**src/rtl/hp_addsub_arbiter_pkg.sv**
```systemverilog
// Shared types and constants for the half-precision add/sub arbiter.
package hp_addsub_arbiter_pkg;

  localparam int FP_W  = 16;
  localparam int EXC_W = 2;

  localparam logic [FP_W-1:0] POS_ONE = 16'h3C00;
  localparam logic [FP_W-1:0] POS_TWO = 16'h4000;

  typedef enum logic [1:0] {
    IDLE = 2'd0,
    EXEC = 2'd1,
    RESP = 2'd2
  } state_t;

endpackage

```
**src/rtl/hp_addsub_arbiter_if.sv**
```systemverilog
// Request, adder and response signals of the shared fp16 add/sub datapath.
interface hp_addsub_arbiter_if;
  import hp_addsub_arbiter_pkg::*;

  logic             req0_valid;
  logic             req0_ready;
  logic [FP_W-1:0]  req0_a;
  logic [FP_W-1:0]  req0_b;
  logic             req0_op;

  logic             req1_valid;
  logic             req1_ready;
  logic [FP_W-1:0]  req1_a;
  logic [FP_W-1:0]  req1_b;
  logic             req1_op;

  logic [FP_W-1:0]  add_a;
  logic [FP_W-1:0]  add_b;
  logic             add_op;
  logic [FP_W-1:0]  add_sum;
  logic [EXC_W-1:0] add_exc;

  logic             rsp_valid;
  logic             rsp_ready;
  logic [FP_W-1:0]  rsp_sum;
  logic [EXC_W-1:0] rsp_exc;
  logic             rsp_id;
  logic             busy;

  modport slave (
    input  req0_valid, req0_a, req0_b, req0_op,
    input  req1_valid, req1_a, req1_b, req1_op,
    input  add_sum, add_exc, rsp_ready,
    output req0_ready, req1_ready,
    output add_a, add_b, add_op,
    output rsp_valid, rsp_sum, rsp_exc, rsp_id, busy
  );

  modport master (
    output req0_valid, req0_a, req0_b, req0_op,
    output req1_valid, req1_a, req1_b, req1_op,
    output add_sum, add_exc, rsp_ready,
    input  req0_ready, req1_ready,
    input  add_a, add_b, add_op,
    input  rsp_valid, rsp_sum, rsp_exc, rsp_id, busy
  );

endinterface

```
**src/rtl/rr_arbiter_2.sv**
```systemverilog
// Two-way round-robin grant: a lone requester always wins, a tie goes to the pointer.
module rr_arbiter_2 (
  input  logic valid0,
  input  logic valid1,
  input  logic pointer,
  output logic grant0,
  output logic grant1
);

  assign grant0 = valid0 & (~valid1 | ~pointer);
  assign grant1 = valid1 & (~valid0 |  pointer);

endmodule

```
**src/rtl/hp_addsub_arbiter.sv**
```systemverilog
// Shares one fp16 add/sub datapath between two requesters; holds operands for LAT cycles.
module hp_addsub_arbiter
  import hp_addsub_arbiter_pkg::*;
#(
  parameter int LAT = 1
) (
  input  logic              clk,
  input  logic              rst,
  hp_addsub_arbiter_if.slave bus
);

  // state | meaning
  // IDLE  | arbitrating, ready offered to the granted requester
  // EXEC  | operands held on the adder, counting down settle cycles
  // RESP  | result presented until the consumer takes it

  state_t           state, state_nxt;
  logic             pointer;
  logic [3:0]       counter;
  logic [FP_W-1:0]  a_q, b_q;
  logic             op_q;
  logic [FP_W-1:0]  sum_q;
  logic [EXC_W-1:0] exc_q;
  logic             id_q;
  logic             rsp_valid_q;
  logic             grant0, grant1;
  logic             ready0, ready1, accept;

  rr_arbiter_2 u_arb (
    .valid0  (bus.req0_valid),
    .valid1  (bus.req1_valid),
    .pointer (pointer),
    .grant0  (grant0),
    .grant1  (grant1)
  );

  // Gated by rst so no requester sees a handshake while reset is held.
  assign ready0 = (state == IDLE) & grant0 & ~rst;
  assign ready1 = (state == IDLE) & grant1 & ~rst;
  assign accept = ready0 | ready1;

  assign bus.req0_ready = ready0;
  assign bus.req1_ready = ready1;
  assign bus.add_a      = a_q;
  assign bus.add_b      = b_q;
  assign bus.add_op     = op_q;
  assign bus.rsp_valid  = rsp_valid_q;
  assign bus.rsp_sum    = sum_q;
  assign bus.rsp_exc    = exc_q;
  assign bus.rsp_id     = id_q;
  assign bus.busy       = (state != IDLE);

  always_comb begin
    state_nxt = state;
    case (state)
      IDLE:    if (accept)         state_nxt = EXEC;
      EXEC:    if (counter == 4'd0) state_nxt = RESP;
      RESP:    if (bus.rsp_ready)  state_nxt = IDLE;
      default:                     state_nxt = IDLE;
    endcase
  end

  always_ff @(posedge clk or posedge rst) begin
    if (rst) state <= IDLE;
    else     state <= state_nxt;
  end

  always_ff @(posedge clk or posedge rst) begin
    if (rst) begin
      pointer     <= 1'b0;
      counter     <= 4'd0;
      a_q         <= '0;
      b_q         <= '0;
      op_q        <= 1'b0;
      id_q        <= 1'b0;
      sum_q       <= '0;
      exc_q       <= '0;
      rsp_valid_q <= 1'b0;
    end else begin
      case (state)
        IDLE: begin
          if (accept) begin
            a_q     <= ready1 ? bus.req1_a  : bus.req0_a;
            b_q     <= ready1 ? bus.req1_b  : bus.req0_b;
            op_q    <= ready1 ? bus.req1_op : bus.req0_op;
            id_q    <= ready1;
            pointer <= ready0;
            counter <= 4'(LAT - 1);
          end
        end
        EXEC: begin
          if (counter == 4'd0) begin
            sum_q       <= bus.add_sum;
            exc_q       <= bus.add_exc;
            rsp_valid_q <= 1'b1;
          end else begin
            counter <= counter - 4'd1;
          end
        end
        RESP: begin
          if (bus.rsp_ready) rsp_valid_q <= 1'b0;
        end
        default: ;
      endcase
    end
  end

endmodule

```
**src/flat_wrapper.sv**
```systemverilog
// flat-port wrapper written by rule: the top's interface ports become plain ports
module hp_addsub_arbiter_flat import hp_addsub_arbiter_pkg::*;
#(
  parameter int LAT = 1
)
  (clk, rst, bus_req0_valid, bus_req0_a, bus_req0_b, bus_req0_op, bus_req1_valid, bus_req1_a, bus_req1_b, bus_req1_op, bus_add_sum, bus_add_exc, bus_rsp_ready, bus_req0_ready, bus_req1_ready, bus_add_a, bus_add_b, bus_add_op, bus_rsp_valid, bus_rsp_sum, bus_rsp_exc, bus_rsp_id, bus_busy);
  hp_addsub_arbiter_if bus_i ();
  input  logic clk;
  input  logic rst;
  input wire logic [$bits(bus_i.req0_valid)-1:0] bus_req0_valid;
  input wire logic [$bits(bus_i.req0_a)-1:0] bus_req0_a;
  input wire logic [$bits(bus_i.req0_b)-1:0] bus_req0_b;
  input wire logic [$bits(bus_i.req0_op)-1:0] bus_req0_op;
  input wire logic [$bits(bus_i.req1_valid)-1:0] bus_req1_valid;
  input wire logic [$bits(bus_i.req1_a)-1:0] bus_req1_a;
  input wire logic [$bits(bus_i.req1_b)-1:0] bus_req1_b;
  input wire logic [$bits(bus_i.req1_op)-1:0] bus_req1_op;
  input wire logic [$bits(bus_i.add_sum)-1:0] bus_add_sum;
  input wire logic [$bits(bus_i.add_exc)-1:0] bus_add_exc;
  input wire logic [$bits(bus_i.rsp_ready)-1:0] bus_rsp_ready;
  output wire logic [$bits(bus_i.req0_ready)-1:0] bus_req0_ready;
  output wire logic [$bits(bus_i.req1_ready)-1:0] bus_req1_ready;
  output wire logic [$bits(bus_i.add_a)-1:0] bus_add_a;
  output wire logic [$bits(bus_i.add_b)-1:0] bus_add_b;
  output wire logic [$bits(bus_i.add_op)-1:0] bus_add_op;
  output wire logic [$bits(bus_i.rsp_valid)-1:0] bus_rsp_valid;
  output wire logic [$bits(bus_i.rsp_sum)-1:0] bus_rsp_sum;
  output wire logic [$bits(bus_i.rsp_exc)-1:0] bus_rsp_exc;
  output wire logic [$bits(bus_i.rsp_id)-1:0] bus_rsp_id;
  output wire logic [$bits(bus_i.busy)-1:0] bus_busy;
  assign bus_i.req0_valid = bus_req0_valid;
  assign bus_i.req0_a = bus_req0_a;
  assign bus_i.req0_b = bus_req0_b;
  assign bus_i.req0_op = bus_req0_op;
  assign bus_i.req1_valid = bus_req1_valid;
  assign bus_i.req1_a = bus_req1_a;
  assign bus_i.req1_b = bus_req1_b;
  assign bus_i.req1_op = bus_req1_op;
  assign bus_i.add_sum = bus_add_sum;
  assign bus_i.add_exc = bus_add_exc;
  assign bus_i.rsp_ready = bus_rsp_ready;
  assign bus_req0_ready = bus_i.req0_ready;
  assign bus_req1_ready = bus_i.req1_ready;
  assign bus_add_a = bus_i.add_a;
  assign bus_add_b = bus_i.add_b;
  assign bus_add_op = bus_i.add_op;
  assign bus_rsp_valid = bus_i.rsp_valid;
  assign bus_rsp_sum = bus_i.rsp_sum;
  assign bus_rsp_exc = bus_i.rsp_exc;
  assign bus_rsp_id = bus_i.rsp_id;
  assign bus_busy = bus_i.busy;
  hp_addsub_arbiter #(.LAT(LAT)) u_core (.clk(clk), .rst(rst), .bus(bus_i));
endmodule
```
**config.mk**
```make
export PLATFORM = sky130hd
export DESIGN_NAME = hp_addsub_arbiter_flat
export DESIGN_NICKNAME = d
export VERILOG_FILES = /design/src/rtl/hp_addsub_arbiter_pkg.sv /design/src/rtl/hp_addsub_arbiter_if.sv /design/src/rtl/rr_arbiter_2.sv /design/src/rtl/hp_addsub_arbiter.sv /design/src/flat_wrapper.sv
export SDC_FILE = /design/constraint.sdc
export NUM_CORES = 1
export LEC_CHECK = 0
export ABC_AREA = 1
export CORE_MARGIN = 4
export CORE_UTILIZATION = 37
export CTS_CLUSTER_SIZE = 30
export DETAILED_ROUTE_END_ITERATION = 16
export GPL_ROUTABILITY_DRIVEN = 0
export PLACE_DENSITY = 0.81
export SETUP_SLACK_MARGIN = 0.1
export SYNTH_ARGS = -nofsm -noshare
export SYNTH_HDL_FRONTEND = slang
export SYNTH_SLANG_ARGS = --single-unit
```
**constraint.sdc**
```tcl
create_clock -name clk -period 1.9 [get_ports clk]
set_input_delay 0.38 -clock clk [delete_from_list [all_inputs] [get_ports clk]]
set_output_delay 0.38 -clock clk [all_outputs]
set_load 0.1 [all_outputs]
```
==> flow_metrics.py <==
metrics = {
    "run_status": {
        "outcome": "finished, final reports clean",
    },
    "placed_design": {
        "port_buffers": 144,
        "placed_area_um2": 4580,
        "dp_hpwl_um": 6650,
        "dp_slack_ns": -0.110,
    },
    "global_route": {
        "grtUsageTotal_pct": 19.2,
        "grt_pass1_wl_um": 15200,
        "grt_overflow": 0,
        "first_global_vias": 3139,
        "grt_max_degree": 39,
        "antenna_found_initial": 0,
    },
    "final_layout": {
        "fillers": 695,
        "layout-area-overhead-vs-synth_pct": 62.1,
        "n_antenna_cell": 0,
        "finalNetCount": 641,
        "drive_above_1_share_pct": 19.2,
        "fin_area_um2": 4850,
    },
    "timing": {
        "worst_pin_slew_ns": 0.458,
        "fmax_mhz": 570,
        "relSlewSlack_pct": 69.4,
        "drv_slew": 0,
        "hold_viol": 0,
        "finalCritPeriodShare_pct": 92.4,
        "hold_ws_ns": 0.291,
        "fin_crit_ns": 1.76,
        "finalWorstSetupSlack_ns": 0.145,
        "setup_viol": 0,
        "rsz0062_at_grt": "no",
        "tns_ns": 0,
        "finClkSkew_ns": 0.00656,
    },
    "setup_path": {
        "crit_fanout": 3,
        "cp_slowest_cell": "clkdlybuf4s50_1",
        "worstPathRequired_ns": 1.52,
        "path_cells": "clkdlybuf4s50_1 > inv_1 > nor2_2 > nand3_4 > inv_2 > buf_12",
        "crit_buf_inv": 4,
        "critPathKind": "input pin to output pin",
        "cp_top_family": "buffers and inverters",
        "startpoint_type": "input pin",
        "end_kind": "output pin",
        "arrival_ns": 1.38,
        "max_stage_delay_ns": 0.47,
    },
    "run": {
        "cap_violations": 0,
    },
    "cts": {
        "htree_levels": 3,
        "ctsHoldBuffers": 0,
        "clk_latency_ns": 0.33,
        "clock-root-buffer": "clkbuf_8",
        "clkTransAtPathRegs_ns": 0.07,
        "cts_buffers": 9,
        "clock_path_buffers": 2,
        "cts_num_sinks": 60,
        "cts_tree": "built",
    },
    "drt": {
        "drtPass1Iterations": 4,
        "drt-initial-drc-count": 177,
        "routedWlPerCell_um": 14.0,
        "wl_um": 9230,
        "vias_per_cell": 4.86,
        "vias": 3196,
        "postRouteAntennaNets": 0,
        "drc": 0,
    },
    "logic_synthesis": {
        "syn_avg_cell_area_um2": 7.51,
        "seq_area_frac_synth_pct": 50.1,
        "synth_cell_types": 17,
        "syn-num-nets": 489,
        "synth_top_area_share_pct": 50.1,
        "yosys.area.top_type": "dfrtp_1",
        "synthesis.area_um2": 3000,
        "synth_warnings": 0,
        "syn_inst": 399,
        "synth-seq-cells": 60,
        "synthTopCellsByArea": "dfrtp_1 (50%), nand2_1 (22%), nand4_1 (7.7%), nand3_1 (6.0%), inv_1 (3.4%)",
    },
    "floorplanning": {
        "core_um2": 7810,
        "rows": 32,
        "start_util_pct": 38.4,
        "die_area_um2": 9600,
        "die_w_um": 98.0,
        "die_h_um": 98.0,
        "design.portCount": 145,
    },
    "hold_path": {
        "hold_class": "input pin to asynchronous set/reset pin",
    },
}
-- routing by layer --
metal	up-vias	track usage (%)	share of wire (%)
met1	1489	23.3	40
met5	-	0	0
met3	15	4.64	5.5
met4	0	6.71	2.0
met2	100	33.4	52
li1	1592	-	-
-- cells by family after synthesis --
family / count (synthesis) / synth area share (%)
compound gates: 21 / 3.51
simple gates: 258 / 37.8
fa+ha+maj: 1 / 0.418
flops: 60 / 50.1
buf+inv: 59 / 8.10
-- synthesized netlist by cell type, drive strengths merged --
library cell    n
a21oi           1
buf            12
clkbuf         16
dfrtp          60
ha              1
inv            31
nand2         172
nand3          38
nand4          37
nor2           10
o21ai          20
or2             1
-- state kept, by name (all words and copies together) (netlist names) --
signal and count:
u_core.bus.rsp_exc 2, u_core.pointer 1, u_core.bus.rsp_sum 16, u_core.state 2
u_core.bus.rsp_id 1, u_core.counter 4, u_core.bus.rsp_valid 1, u_core.bus.add_b 16
u_core.bus.add_a 16, u_core.bus.add_op 1
-- cells in the final DEF (no fill, tap or decap), drive strengths merged --
cell / n
nand2: 172
clkdlybuf4s50: 86
buf: 81
dfrtp: 60
nand3: 38
nand4: 37
inv: 30
o21ai: 20
clkbuf: 12
nor2: 10
clkinvlp: 3
clkinv: 2
or2: 1
a21oi: 1
ha: 1
dlymetal6s2s: 1
dlygate4sd2: 1
-- area by class of cell --
| cell class | count | area [um2] | area share, % |
|---|---|---|---|
| clock inverters | 4 | 25.0 | 0.515 |
| multi-input cells | 280 | 1260 | 26.0 |
| well taps | 102 | 128 | 2.63 |
| inverters | 31 | 120 | 2.47 |
| clock buffers | 12 | 145 | 2.99 |
| flip-flops and latches | 60 | 1500 | 31.0 |
| repair buffers | 169 | 1670 | 34.5 |
-- final timing paths --
kind | startpoint | to | slack [ns] | cells past startpoint
min reg2reg | u_core.bus.rsp_id | u_core.bus.rsp_id | 0.48 | 2
min in group clk | u_core.bus.rsp_id | u_core.bus.rsp_id | 0.48 | 2
max reg2reg | u_core.state[1] | u_core.counter[3] | 0.35 | 7
max | bus_req0_valid | bus_req0_ready | 0.14 | 6
min | rst | u_core.bus.add_b[13] | 0.29 | 2
max in group asynchronous | rst | u_core.state[1] | 1.18 | 3
-- metrics by stage --
step / util (%) / cells
6_report: 62.2 / 658
3_3_place_gp: 58.7 / 631
3_5_place_dp: 58.7 / 631
4_1_cts: 61.1 / 649
5_1_grt: 62.2 / 658
2_1_floorplan: - / 399
-- what timing repair did --
action | CTS | global route
pin swaps | 0 | 2
setup endpoints to repair | 3 | 3
resized for setup | 3 | 4
gates cloned | 0 | 0
buffers inserted | 2 | 9
Power is left out: the tool's default activity adds up to more than one toggle a clock period on the data nets, which glitch-free logic cannot reach.
